### src/rtl/uart_tx_con.sv
// uart_tx_con - UART transmit controller.
//
// Serialises one byte per accepted request into an 8N1 frame on oUART_TX:
// a low start bit, eight data bits LSB first, then a high stop bit. Every
// bit lasts BAUD_PERIOD_COUNT clocks, timed by an internal period counter.
// A byte is accepted when iTX_VALID and oTX_READY are both high, and
// oTX_READY is only high while the controller is idle.
//
// Optional feature: define UART_TX_PARITY_EN to add a parity bit between
// the last data bit and the stop bit (frame becomes 8E1 or 8O1). Parity
// sense is chosen by the PARITY_ODD parameter, which only exists when the
// macro is defined.

module uart_tx_con #(
  parameter int CLOCK_PERIOD      = 10_000_000,
  parameter int BAUD_RATE         = 115_200,
  parameter int BAUD_PERIOD_COUNT = CLOCK_PERIOD / BAUD_RATE
`ifdef UART_TX_PARITY_EN
  ,
  parameter bit PARITY_ODD        = 1'b0
`endif
) (
  input  logic       iCLK,
  input  logic       iRESET,
  input  logic       iTX_VALID,
  input  logic [7:0] iTX_DATA,
  output logic       oTX_READY,
  output logic       oUART_TX,
  output logic       oUART_TX_BUSY,
  output logic       oUART_TX_DONE
);

  // The period counter must hold 0..BAUD_PERIOD_COUNT-1; keep at least one bit.
  localparam int CntWidth = (BAUD_PERIOD_COUNT > 2) ? $clog2(BAUD_PERIOD_COUNT) : 1;
  localparam logic [CntWidth-1:0] LastCount = CntWidth'(BAUD_PERIOD_COUNT - 1);

  // PARITY is only ever entered when the parity feature is built in; in the
  // plain 8N1 build it behaves like any other unused encoding.
  typedef enum logic [2:0] {
    IDLE   = 3'd0,
    START  = 3'd1,
    DATA   = 3'd2,
    PARITY = 3'd3,
    STOP   = 3'd4
  } txState_t;

  txState_t              state;
  logic [CntWidth-1:0]   periodCnt;
  logic [2:0]            bitCnt;
  logic [7:0]            shiftReg;
  logic                  periodWrap;
  logic                  accept;
`ifdef UART_TX_PARITY_EN
  logic                  parityBit;
`endif

  assign periodWrap = (periodCnt == LastCount);
  assign accept     = iTX_VALID & oTX_READY;

  // Frame sequencer: state, counters, shift register and all registered outputs.
  always_ff @(posedge iCLK or posedge iRESET) begin
    if (iRESET) begin
      state         <= IDLE;
      periodCnt     <= '0;
      bitCnt        <= 3'd0;
      shiftReg      <= 8'h00;
      oUART_TX      <= 1'b1;
      oTX_READY     <= 1'b1;
      oUART_TX_BUSY <= 1'b0;
      oUART_TX_DONE <= 1'b0;
`ifdef UART_TX_PARITY_EN
      parityBit     <= 1'b0;
`endif
    end else begin
      oUART_TX_DONE <= 1'b0;
      case (state)
        IDLE: begin
          periodCnt     <= '0;
          bitCnt        <= 3'd0;
          oUART_TX      <= 1'b1;
          oTX_READY     <= 1'b1;
          oUART_TX_BUSY <= 1'b0;
          if (accept) begin
            state         <= START;
            shiftReg      <= iTX_DATA;
            oUART_TX      <= 1'b0;
            oTX_READY     <= 1'b0;
            oUART_TX_BUSY <= 1'b1;
`ifdef UART_TX_PARITY_EN
            parityBit     <= PARITY_ODD ? ~^iTX_DATA : ^iTX_DATA;
`endif
          end
        end

        START: begin
          if (periodWrap) begin
            periodCnt <= '0;
            state     <= DATA;
            oUART_TX  <= shiftReg[0];
          end else begin
            periodCnt <= periodCnt + CntWidth'(1);
          end
        end

        DATA: begin
          if (periodWrap) begin
            periodCnt <= '0;
            bitCnt    <= bitCnt + 3'd1;
            if (bitCnt == 3'd7) begin
`ifdef UART_TX_PARITY_EN
              state    <= PARITY;
              oUART_TX <= parityBit;
`else
              state    <= STOP;
              oUART_TX <= 1'b1;
`endif
            end else begin
              shiftReg <= shiftReg >> 1;
              oUART_TX <= shiftReg[1];
            end
          end else begin
            periodCnt <= periodCnt + CntWidth'(1);
          end
        end

`ifdef UART_TX_PARITY_EN
        PARITY: begin
          if (periodWrap) begin
            periodCnt <= '0;
            state     <= STOP;
            oUART_TX  <= 1'b1;
          end else begin
            periodCnt <= periodCnt + CntWidth'(1);
          end
        end
`endif

        STOP: begin
          if (periodWrap) begin
            periodCnt     <= '0;
            state         <= IDLE;
            oUART_TX      <= 1'b1;
            oTX_READY     <= 1'b1;
            oUART_TX_BUSY <= 1'b0;
            oUART_TX_DONE <= 1'b1;
          end else begin
            periodCnt <= periodCnt + CntWidth'(1);
          end
        end

        default: begin
          state         <= IDLE;
          periodCnt     <= '0;
          bitCnt        <= 3'd0;
          oUART_TX      <= 1'b1;
          oTX_READY     <= 1'b1;
          oUART_TX_BUSY <= 1'b0;
        end
      endcase
    end
  end

endmodule

### config.mk
export PLATFORM = sky130hd
export DESIGN_NAME = uart_tx_con
export DESIGN_NICKNAME = d
export VERILOG_FILES = /design/src/rtl/uart_tx_con.sv
export SDC_FILE = /design/constraint.sdc
export NUM_CORES = 1
export LEC_CHECK = 0
export ABC_AREA = 1
export CORE_MARGIN = 2
export CORE_UTILIZATION = 58
export CTS_BUF_LIST = sky130_fd_sc_hd__clkbuf_4 sky130_fd_sc_hd__clkbuf_8
export CTS_CLUSTER_DIAMETER = 60
export DETAILED_ROUTE_END_ITERATION = 8
export PLACE_DENSITY = 0.81
export SLEW_MARGIN = 20
export SYNTH_ARGS = -nofsm -noshare
export SYNTH_HDL_FRONTEND = slang
export SYNTH_SLANG_ARGS = --single-unit
### constraint.sdc
create_clock -name iCLK -period 1.5 [get_ports iCLK]
set_input_delay 0.3 -clock iCLK [delete_from_list [all_inputs] [get_ports iCLK]]
set_output_delay 0.3 -clock iCLK [all_outputs]
set_load 0.1 [all_outputs]
# == Word-level counts from Yosys, hierarchy flattened ==
# Cells that the tools add are included.
# word_totals
ff_bits,25
in_bits,11
output_inout_bits,4
elab_cells,60
# op_classes
n_eq_ne,11
n_addsub,2
n_mux,26
n_reduce_logical,10
bitwise_logic,3
# ops
operator,count
$mux 8,3
$mux 3,6
$pmux 8 s2,1
$mux 7,2
$ne 2x2->1 const B,6
$pmux 3 s4,1
$mux 1,9
$add 7x1->7 const B,1
$eq 7x7->1 const B,1
$eq 3x3->1 const B,2
$pmux 1 s3,2
$pmux 3 s2,1
$reduce_and 5->1,1
$pmux 1 s4,1
$reduce_and 2->1,2
$reduce_and 4->1,1
$reduce_or 2->1,2
$add 3x1->3 const B,1
$eq 3x1->1 const B,1
$eq 3x2->1 const B,1
$logic_not 3->1,1
$reduce_and 3->1,1
$reduce_or 3->1,1
$not 1->1,2
2 further kinds,2

# == Longest topological paths before layout ==
# Gate-level depths: netlist of run 1.
# depth
ltp_word,4
depth_mapped,10
mapped_depth_nobuf,9

# == Worst setup path after synthesis of run 1 ==
# No wires, ideal clock.
# synth_path
path_kind,register to register
startpoint,register oTX_READY
endpoint,register shiftReg[2]
setup_slack_ns,-0.025
required_ns,1.384
path_buffers,0
setup_ns,0.116
t_arrival_ns,1.408
path_stages_with_launch,6
period_less_slack_ns,1.525
cell_sequence,dfstp_2 > nand4_2 > nand2_4 > nand2_4 > nand2_1 > nand2_1
# synth_between
elab_chain_len,3
# synth_lines
element,line_no,source
"start, declared",27,"output logic oTX_READY,"
"start signal, assigned",68,oTX_READY <= 1'b1;
"start signal, assigned",81,oTX_READY <= 1'b1;
"start signal, assigned",87,oTX_READY <= 1'b0;
$and 1x1->1,58,assign accept = iTX_VALID & oTX_READY;
$ne 2x2->1 (no source line),n/a,
$reduce_and 4->1 (no source line),n/a,
"end signal, assigned",85,shiftReg <= iTX_DATA;
"end signal, assigned",118,shiftReg <= shiftReg >> 1;
"end, declared",50,logic [7:0] shiftReg;
# Every way passes these cells.
# A chain may end at the register's enable or synchronous reset.

# == Worst setup path after layout of run 1 ==
# layout_path
startpoint,register oTX_READY
endpoint,output oTX_READY
# No word-level cell between the ends.

==> flow_summary.toml, run 1 <==
[sta]
slew_headroom_pct = 78.35
min_period_ns = 1.462
drv_slew = 0
layout_setup_ws_ns = 0.03781
worst_slew_pin_slew_ns = 0.3247
whs_ns = 0.3109
fin_crit_sh_pct = 97.48
tns_ns = 0
setup_viol = 0
fin_skew_ns = 0.002923
timing.fmax_mhz = 683.9
hold_viol_final = 0

[worst_setup_path]
critical_path.max_stage_delay_ns = 0.67
worstSetupEndpointType = "output port"
cp.required_ns = 1.20
setup.worst_path.start_class = "register"
crit_slowest_cell = "dfstp_4"
cp.buffers_inverters = 1
path_delay_family = "flip-flops"
crit_type = "reg2out"
cp.arrival_ns = 1.16
rrSetupSlack_ns = 0.09
path_cells = "buf_12"
path_max_fanout = 4

[clock_tree]
tritoncts = "done"
root_buffer = "clkbuf_4"
cts_max_level = 1
cts_sinks = 25
cts_made_buffers = 3
clkLatencyLatePin_ns = 0.31
clk_pin_slew_ns = 0.13
cts_buffer_depth = 2

[grt]
antenna_found_initial = 0
grt_overflow = 0
grt_max_degree = 26
grtUsageTotal_pct = 21.53
grt_pass1_vias = 1094
grt_first_pass_wirelength_mm = 4.491

[pwr]
vdd_drop_max_uv = 1531
power_density_nw_per_um2 = 1986
p_leak_nw = 0.8826
finalPower_w = 0.003376

[placed_design]
dpl.hpwl_mm = 1.955
place_ws_ns = 0.008910
gp_congestion = 0.9359
port-buffer-count = 14
dpl_cell_area_um2 = 1630

[floorplanning]
io_pins = 15
start_util_pct = 59.61
dieArea_um2 = 2891
chipWidth_um = 53.77
die_height_um = 53.77
rows = 18
core_area_um2 = 2410

[route]
wl_per_cell_um = 12.17
num_vias = 1140
ant_nets = 0
vias_per_cell = 5.229
routed_wl_mm = 2.653
drcViolationCount = 0
dr.pass1.iters = 5
drt-initial-drc-count = 18

[final_layout]
final_nets = 204
area_growth_syn_to_layout_pct = 18.38
stdcell_area_um2 = 1700
final_common_cell = "nand2_1"
layout_common_cells = "nand2_1 (61), dfrtp_1 (21), nand3_1 (15)"
drive_above_1_share_pct = 27.13
fillers = 186
diodes = 0

[yosys]
syn_inst = 170
avgSynthCellArea_um2 = 8.449
ys_ff_latch = 25
synthDistinctLibCells = 27
synth_area_leaders = "dfrtp_1 (40%), nand2_1 (16%), nand3_1 (5.6%)"
synth_area_um2 = 1436
syn-num-nets = 185
synth_top_cell_by_area = "dfrtp_1"
synth-seq-area-share_pct = 43.73
synth_top_area_share_pct = 40.07
synth_warnings = 0

[run_status]
outcome = "finished, final reports clean"

[worst_hold_path]
hold_path.class = "in2async"

[flow_run]
drv_cap = 0
## area by class of cell
cell class	count	area [um^2]	area share, %
well taps	30	37.54	2.208
flip-flops and latches	25	634.4	37.31
repair buffers	17	202.7	11.92
multi-input cells	123	721.9	42.46
inverters	19	73.82	4.341
clock buffers	4	30.03	1.766
## sequential cells by signal, indices dropped and copies added (netlist names)
name,cells
bitCnt,3
oTX_READY,1
oUART_TX,1
oUART_TX_BUSY,1
oUART_TX_DONE,1
periodCnt,7
shiftReg,8
state,3
## final timing paths
path	from	endpoint	depth (start not counted)
max	oTX_READY$_DFFE_PP1P_	oTX_READY	1
min	iRESET	periodCnt[3]$_DFF_PP0_	3
max reg2reg	bitCnt[0]$_DFFE_PP0P_	shiftReg[7]$_DFFE_PP0P_	8
min reg2reg	shiftReg[5]$_DFFE_PP0P_	shiftReg[5]$_DFFE_PP0P_	2
max in group asynchronous	iRESET	oUART_TX$_DFFE_PP1P_	3
min in group iCLK	shiftReg[5]$_DFFE_PP0P_	shiftReg[5]$_DFFE_PP0P_	2
## power by group
group | leakage, nW | switching (W) | internal, W
combinational | 0.542 | 0.00123 | 0.000680
clock | 0.0184 | 0.000199 | 0.000122
sequential | 0.323 | 0.000215 | 0.000931
## kinds of logic after synthesis
| family | count (synthesis) | synth area share, % |
|---|---|---|
| AND/OR/NAND/NOR | 111 | 40.59 |
| flip-flops | 25 | 43.73 |
| adder cells (fa/ha/maj) | 4 | 3.484 |
| buffers and inverters | 22 | 8.101 |
| XOR/XNOR | 2 | 1.220 |
| AO/OA/AOI/OAI | 6 | 2.875 |
## Yosys cell counts
master   count
a21oi_1      2
buf_12       1
buf_6        2
dfrtp_1     23
dfstp_2      2
ha_1         4
inv_1       12
inv_2        6
inv_4        1
nand2_1     61
nand2_2      7
nand2_4      5
nand2_8      1
nand3_1     16
nand3_2      2
nand3_4      1
nand4_1      2
nand4_2      1
nor2_1       7
nor2_2       4
nor2_4       2
nor3_2       1
nor3b_1      1
o21ai_1      1
o21ai_2      3
xnor2_1      1
xor2_1       1
## repair_timing
item                                    CTS  global route
setup buffers                             0             1
hold buffers                              0             0
endpoints found under the setup margin    4            10
pin swaps                                 1             2
resized for setup                         0             7
## routing by layer
| layer | routed length [um] | global-route usage (%) | vias to the layer above |
|---|---|---|---|
| met5 | 0 | 0 | - |
| met4 | 59 | 12.82 | 0 |
| met3 | 69 | 2.500 | 6 |
| met2 | 1338 | 37.20 | 23 |
| met1 | 1186 | 25.49 | 541 |
| li1 | - | - | 570 |
## stage by stage
step | std cells | utilization, %
detailed placement | 213 | 67.65
global route | 218 | 70.56
finish | 218 | 70.56
CTS | 217 | 68.90
floorplan | 170 | -
global placement | 213 | 67.65
No activity file was read; power rests on OpenSTA's default activity.
==> run 2, diff against run 1 <==
Settings changed: CTS_CLUSTER_DIAMETER 60 to 30.
==> results of run 2 <==
Final layout, timing and power as in run 1 (identical DEF).
